### config.mk
export PLATFORM = sky130hd
export DESIGN_NAME = uart_rx
export DESIGN_NICKNAME = d
export VERILOG_FILES = /design/src/rtl/uart_rx.sv
export SDC_FILE = /design/constraint.sdc
export NUM_CORES = 1
export LEC_CHECK = 0
export ABC_AREA = 1
export BUFFER_PORTS_ARGS = -buffer_cell sky130_fd_sc_hd__buf_2
export CAP_MARGIN = 20
export CORE_MARGIN = 2
export CORE_UTILIZATION = 50
export CTS_BUF_LIST = sky130_fd_sc_hd__clkbuf_4
export CTS_CLUSTER_SIZE = 30
export DETAILED_ROUTE_END_ITERATION = 10
export PLACE_DENSITY = 0.68
export SLEW_MARGIN = 20
export SYNTH_ARGS = -nofsm -noshare
export SYNTH_HDL_FRONTEND = slang
export SYNTH_SLANG_ARGS = --single-unit
### constraint.sdc
create_clock -name clk -period 3 [get_ports clk]
set_input_delay 0 -clock clk [delete_from_list [all_inputs] [get_ports clk]]
set_output_delay 0 -clock clk [all_outputs]
set_load 0.03 [all_outputs]
### src/rtl/uart_rx.sv
// uart_rx -- asynchronous serial receiver, 1 start bit, DATA_W data bits
// (LSB first), 1 stop bit, no parity.
//
// Ports:
//   clk            system clock, all logic on its rising edge
//   rst            asynchronous active-high reset
//   uart_cnt       clocks per bit period, captured when a start edge is seen
//   uart_rxd       serial line, asynchronous to clk, idles high
//   uart_data      last correctly received word, held until the next good frame
//   uart_flag      one-cycle pulse when uart_data has just been updated
//   uart_busy      high whenever the receiver is not idle
//   uart_frame_err one-cycle pulse when the stop bit was sampled low
module uart_rx #(
    parameter int DATA_W = 8
) (
    input  logic              clk,
    input  logic              rst,
    input  logic [15:0]       uart_cnt,
    input  logic              uart_rxd,
    output logic [DATA_W-1:0] uart_data,
    output logic              uart_flag,
    output logic              uart_busy,
    output logic              uart_frame_err
);

    localparam int BW = (DATA_W > 1) ? $clog2(DATA_W) : 1;

    typedef enum logic [2:0] {
        IDLE,
        START,
        DATA,
        STOP,
        BREAK
    } state_t;

    state_t state;
    state_t state_nx;

    logic              rxd_m;
    logic              rxd_s;
    logic              rxd_d;
    logic [15:0]       nl;
    logic [15:0]       cnt;
    logic [BW-1:0]     bit_cnt;
    logic [DATA_W-1:0] shreg;

    logic fall;
    logic half_hit;
    logic full_hit;
    logic last_bit;
    logic start_det;
    logic start_ok;
    logic bit_take;
    logic stop_good;
    logic stop_bad;

    assign fall      = rxd_d & ~rxd_s;
    assign half_hit  = (cnt == ((nl >> 1) - 16'd1));
    assign full_hit  = (cnt == (nl - 16'd1));
    assign last_bit  = (bit_cnt == BW'(DATA_W - 1));
    assign uart_busy = (state != IDLE);

    // Synchronizer flops reset low so a line held low through reset
    // release never looks like a high-to-low transition.
    always_ff @(posedge clk or posedge rst) begin
        if (rst) begin
            rxd_m <= 1'b0;
            rxd_s <= 1'b0;
            rxd_d <= 1'b0;
        end else begin
            rxd_m <= uart_rxd;
            rxd_s <= rxd_m;
            rxd_d <= rxd_s;
        end
    end

    always_ff @(posedge clk or posedge rst) begin
        if (rst) begin
            state <= IDLE;
        end else begin
            state <= state_nx;
        end
    end

    always_comb begin
        state_nx  = state;
        start_det = 1'b0;
        start_ok  = 1'b0;
        bit_take  = 1'b0;
        stop_good = 1'b0;
        stop_bad  = 1'b0;
        case (state)
            IDLE: begin
                if (fall) begin
                    start_det = 1'b1;
                    state_nx  = START;
                end
            end
            START: begin
                // Mid-start-bit recheck: a line back high here was a glitch.
                if (half_hit) begin
                    if (!rxd_s) begin
                        start_ok = 1'b1;
                        state_nx = DATA;
                    end else begin
                        state_nx = IDLE;
                    end
                end
            end
            DATA: begin
                if (full_hit) begin
                    bit_take = 1'b1;
                    if (last_bit) begin
                        state_nx = STOP;
                    end
                end
            end
            STOP: begin
                if (full_hit) begin
                    if (rxd_s) begin
                        stop_good = 1'b1;
                        state_nx  = IDLE;
                    end else begin
                        stop_bad = 1'b1;
                        state_nx = BREAK;
                    end
                end
            end
            BREAK: begin
                // A held-low line is a break, not a new start; wait it out.
                if (rxd_s) begin
                    state_nx = IDLE;
                end
            end
            default: state_nx = IDLE;
        endcase
    end

    // Bit period is frozen at start detection so uart_cnt may change freely
    // mid-frame; periods below 4 clocks are forced up to 4.
    always_ff @(posedge clk or posedge rst) begin
        if (rst) begin
            nl      <= 16'd4;
            cnt     <= 16'd0;
            bit_cnt <= '0;
            shreg   <= '0;
        end else begin
            if (start_det) begin
                nl <= (uart_cnt < 16'd4) ? 16'd4 : uart_cnt;
            end
            if (start_det || start_ok || bit_take) begin
                cnt <= 16'd0;
            end else if (state == START || state == DATA || state == STOP) begin
                cnt <= cnt + 16'd1;
            end else begin
                cnt <= 16'd0;
            end
            if (start_ok) begin
                bit_cnt <= '0;
            end else if (bit_take) begin
                bit_cnt <= last_bit ? '0 : bit_cnt + 1'b1;
            end
            if (bit_take) begin
                shreg <= {rxd_s, shreg[DATA_W-1:1]};
            end
        end
    end

    always_ff @(posedge clk or posedge rst) begin
        if (rst) begin
            uart_data      <= '0;
            uart_flag      <= 1'b0;
            uart_frame_err <= 1'b0;
        end else begin
            uart_flag      <= stop_good;
            uart_frame_err <= stop_bad;
            if (stop_good) begin
                uart_data <= shreg;
            end
        end
    end

endmodule
==> results.md <==
- Status: complete, no violations
- Design area: 4740 um^2
- Area grow syn2layout: 13.3%
- Most frequent cells in the layout: nand2_1, inv_1, nor2_1, dfrtp_1, nand3_1
- Mapped Area: 4180 um^2
- Initial antenna violation count: 0
- Routed wl met3: 480 um
- Clk sinks: 59
- Post-Place Cell Area: 4400 um^2
- CP bufs+invs: 3
- Vias: 3961
- Row count: 33
- Hold Crit Class: in -> async
- Total power: 3.68 mW
- Die Wd: 95.5 um
- Drt first pass iters: 5
- Layout Nets: 672
- Clock Latency Late Sink: 0.42 ns
- # port buffers: 29
- Fillcell total: 788
- Final hold violations: 0
- Starting Density: 0.512
- Syn avg cell area: 6.99 um^2
- Largest net degree at the start of global routing: 35
- Crit Path Class: reg -> reg
- Global-route wire length before repair: 17300 um
- VDD IR max: 0.444 mV
- HPWL after DPL: 8140 um
- Highest clock rate: 383 MHz
- Setup TNS: 0 ns
- Met2 WL: 4810 um
- Synth unique cells: 40
- Antenna diode count: 0
- DRT met1 WL: 5210 um
- Relative slew margins: 0.612
- Post-synth top flop: dfrtp_1
- CTS root buffer: clkbuf_4
- P per Cell Area: 777 nW/um^2
- Die height: 95.5 um
- Period utilization: 0.870
- Clock slew seen by the registers of the worst setup and hold paths: 0.10 ns
- Io pins: 30
- Max Slew Vio Count: 0
- Post-route ant nets: 0
- Vias in the first global route: 3623
- Most used cell, CP: nand2_1
- Max incr delay on CP: 0.58 ns
- Post-synth EDFFs: 0
- Post-synthesis register bit count: 59
- CTS tree: yes
- Multi-input logic area: 2320 um^2
- DIE AREA: 9110 um^2
- Actual slew at the worst max-slew pin: 0.577 ns
- Sequential cell area fraction in the yosys report: 0.353
- Leakage power: 2.41 nW
- Wirelength, routed: 10700 um
- GRT Overall Usage: 0.249
- CP endpoint kind: flop
- Req. time, crit path: 3.30 ns
- FFs w/ async S/R, synth: 1.00
- Synth warn: 0
- Final Critical Period: 2.61 ns
- Commonest non-fill, non-tap cell in the layout: nand2_1
- Via/cell ratio: 5.24
- CP max FO: 18
- RSZ-0062 raised after global routing: false
- Worst-path cell chain: inv_1 > ha_1 > nand2_1 > nand2_1 > o21ai_1 > nand2_1 > nand2_1 > nand2_1 > inv_1 > nand2_1 > nor2_1 > nand3_2 > clkinv_2 > nand2_4 > nand2_1 > o21ai_2
- GP Congestion: 0.939
- Finish-stage setup viols: 0
- Post-CTS Resized: 0
- Wire length per cell: 14.1 um
- Syn nets: 623
- Grt ovf: 0
- Drt drc: 0
- Cells after Synth: 598
- H-tree Lvls: 3
- Number of buffers created by CTS: 9
- Buffer count from post-CTS setup fixing: 0
- DR top layer: met4
- Core Box Area: 8180 um^2
- Launching point of the worst reg2reg path: nl[2]
- MaxCap Viol Count: 0
- Clock skew: 0.0245 ns
- CTS Buffer Depth: 2
- Slowest CP cell: dfstp_2
- Register area: 1480 um^2
- Delay-heaviest family, CP: simple AND/OR/NAND/NOR gates
- Layout cells sized above 1: 0.143
- Critical Path Start Type: flop
- Drt first-iter violations: 244
- Worst path arrival time: 2.91 ns
- Setup crit start: nl[2]
[what timing repair did]
action,4_1_cts,5_1_grt
endpoints found under the setup margin,0,0
hold buffers,19,0
endpoints found under the hold margin,42,0
[metrics by stage]
step	setup WS [ns]	cells	hold slack [ns]	util
4_1_cts	0.407	756	0.180	0.580
3_5_place_dp	0.433	722	0.0790	0.538
3_3_place_gp	0.583	722	0.0707	0.538
2_1_floorplan	0.734	598	0.0314	-
6_report	0.391	756	0.175	0.580
5_1_grt	0.210	756	0.201	0.580
[cell families after synthesis]
family	share of synthesized area
XOR/XNOR	0.0565
buffers and inverters	0.0921
flip-flops	0.353
AND/OR/NAND/NOR	0.395
adder cells (fa/ha/maj)	0.0179
AO/OA/AOI/OAI	0.0850
[flip-flops by register name, indices dropped and copies added (netlist names)]
| register | cells |
|---|---|
| cnt | 16 |
| nl | 16 |
| shreg | 8 |
| uart_data | 8 |
| bit_cnt | 3 |
| state | 3 |
| rxd_d | 1 |
| rxd_m | 1 |
| rxd_s | 1 |
| uart_flag | 1 |
| uart_frame_err | 1 |
[final timing paths]
kind | slack (ns) | depth (start not counted) | to
min in group clk | 0.21 | 2 | rxd_m
max | 0.39 | 16 | shreg[1]
max in group asynchronous | 1.99 | 4 | uart_data[1]
min reg2reg | 0.37 | 0 | rxd_s
min | 0.17 | 3 | cnt[5]
max reg2reg | 0.39 | 16 | shreg[1]
[cell type report]
class | count | area share
Clock buffer | 9 | 0.0143
Clock inverter | 6 | 0.0172
Inverter | 79 | 0.0628
Multi-Input combinational cell | 447 | 0.491
Sequential cell | 59 | 0.312
Tap cell | 105 | 0.0277
Timing Repair Buffer | 51 | 0.0755
[power breakdown]
group	internal (mW)	switching [mW]
clock network	0.328	0.310
registers	0.934	0.236
logic	0.642	1.23
[cell usage after synthesis, drive strengths merged (2+ instances only)]
library cell,instances,area share
nand4,10,0.015
ha,6,0.018
xnor2,14,0.029
nor3,7,0.0084
inv,78,0.070
or2,2,0.0030
nor4,3,0.0045
clkbuf,6,0.0060
nand2,195,0.18
nand3b,7,0.013
a21oi,7,0.0093
o21ai,43,0.065
xor2,13,0.027
dfrtp,58,0.35
o211ai,2,0.0036
buf,7,0.015
nand3,61,0.082
nor2,70,0.081
and3,2,0.0030
[layer usage]
| layer | vias to the layer above | global-route usage |
|---|---|---|
| li1 | 1990 | - |
| met3 | 11 | 0.0348 |
| met2 | 106 | 0.385 |
| met5 | - | 0 |
| met4 | 0 | 0.0821 |
| met1 | 1854 | 0.360 |
[worst reg2reg max path, cell delays in order (launching register included)]
cell	delay (ns)
dfstp_2	0.58
inv_1	0.09
ha_1	0.25
nand2_1	0.26
nand2_1	0.12
o21ai_1	0.18
nand2_1	0.07
nand2_1	0.07
nand2_1	0.05
inv_1	0.05
nand2_1	0.05
nor2_1	0.12
nand3_2	0.14
clkinv_2	0.12
nand2_4	0.15
nand2_1	0.13
o21ai_2	0.06
(Power assumes the default switching activity.)
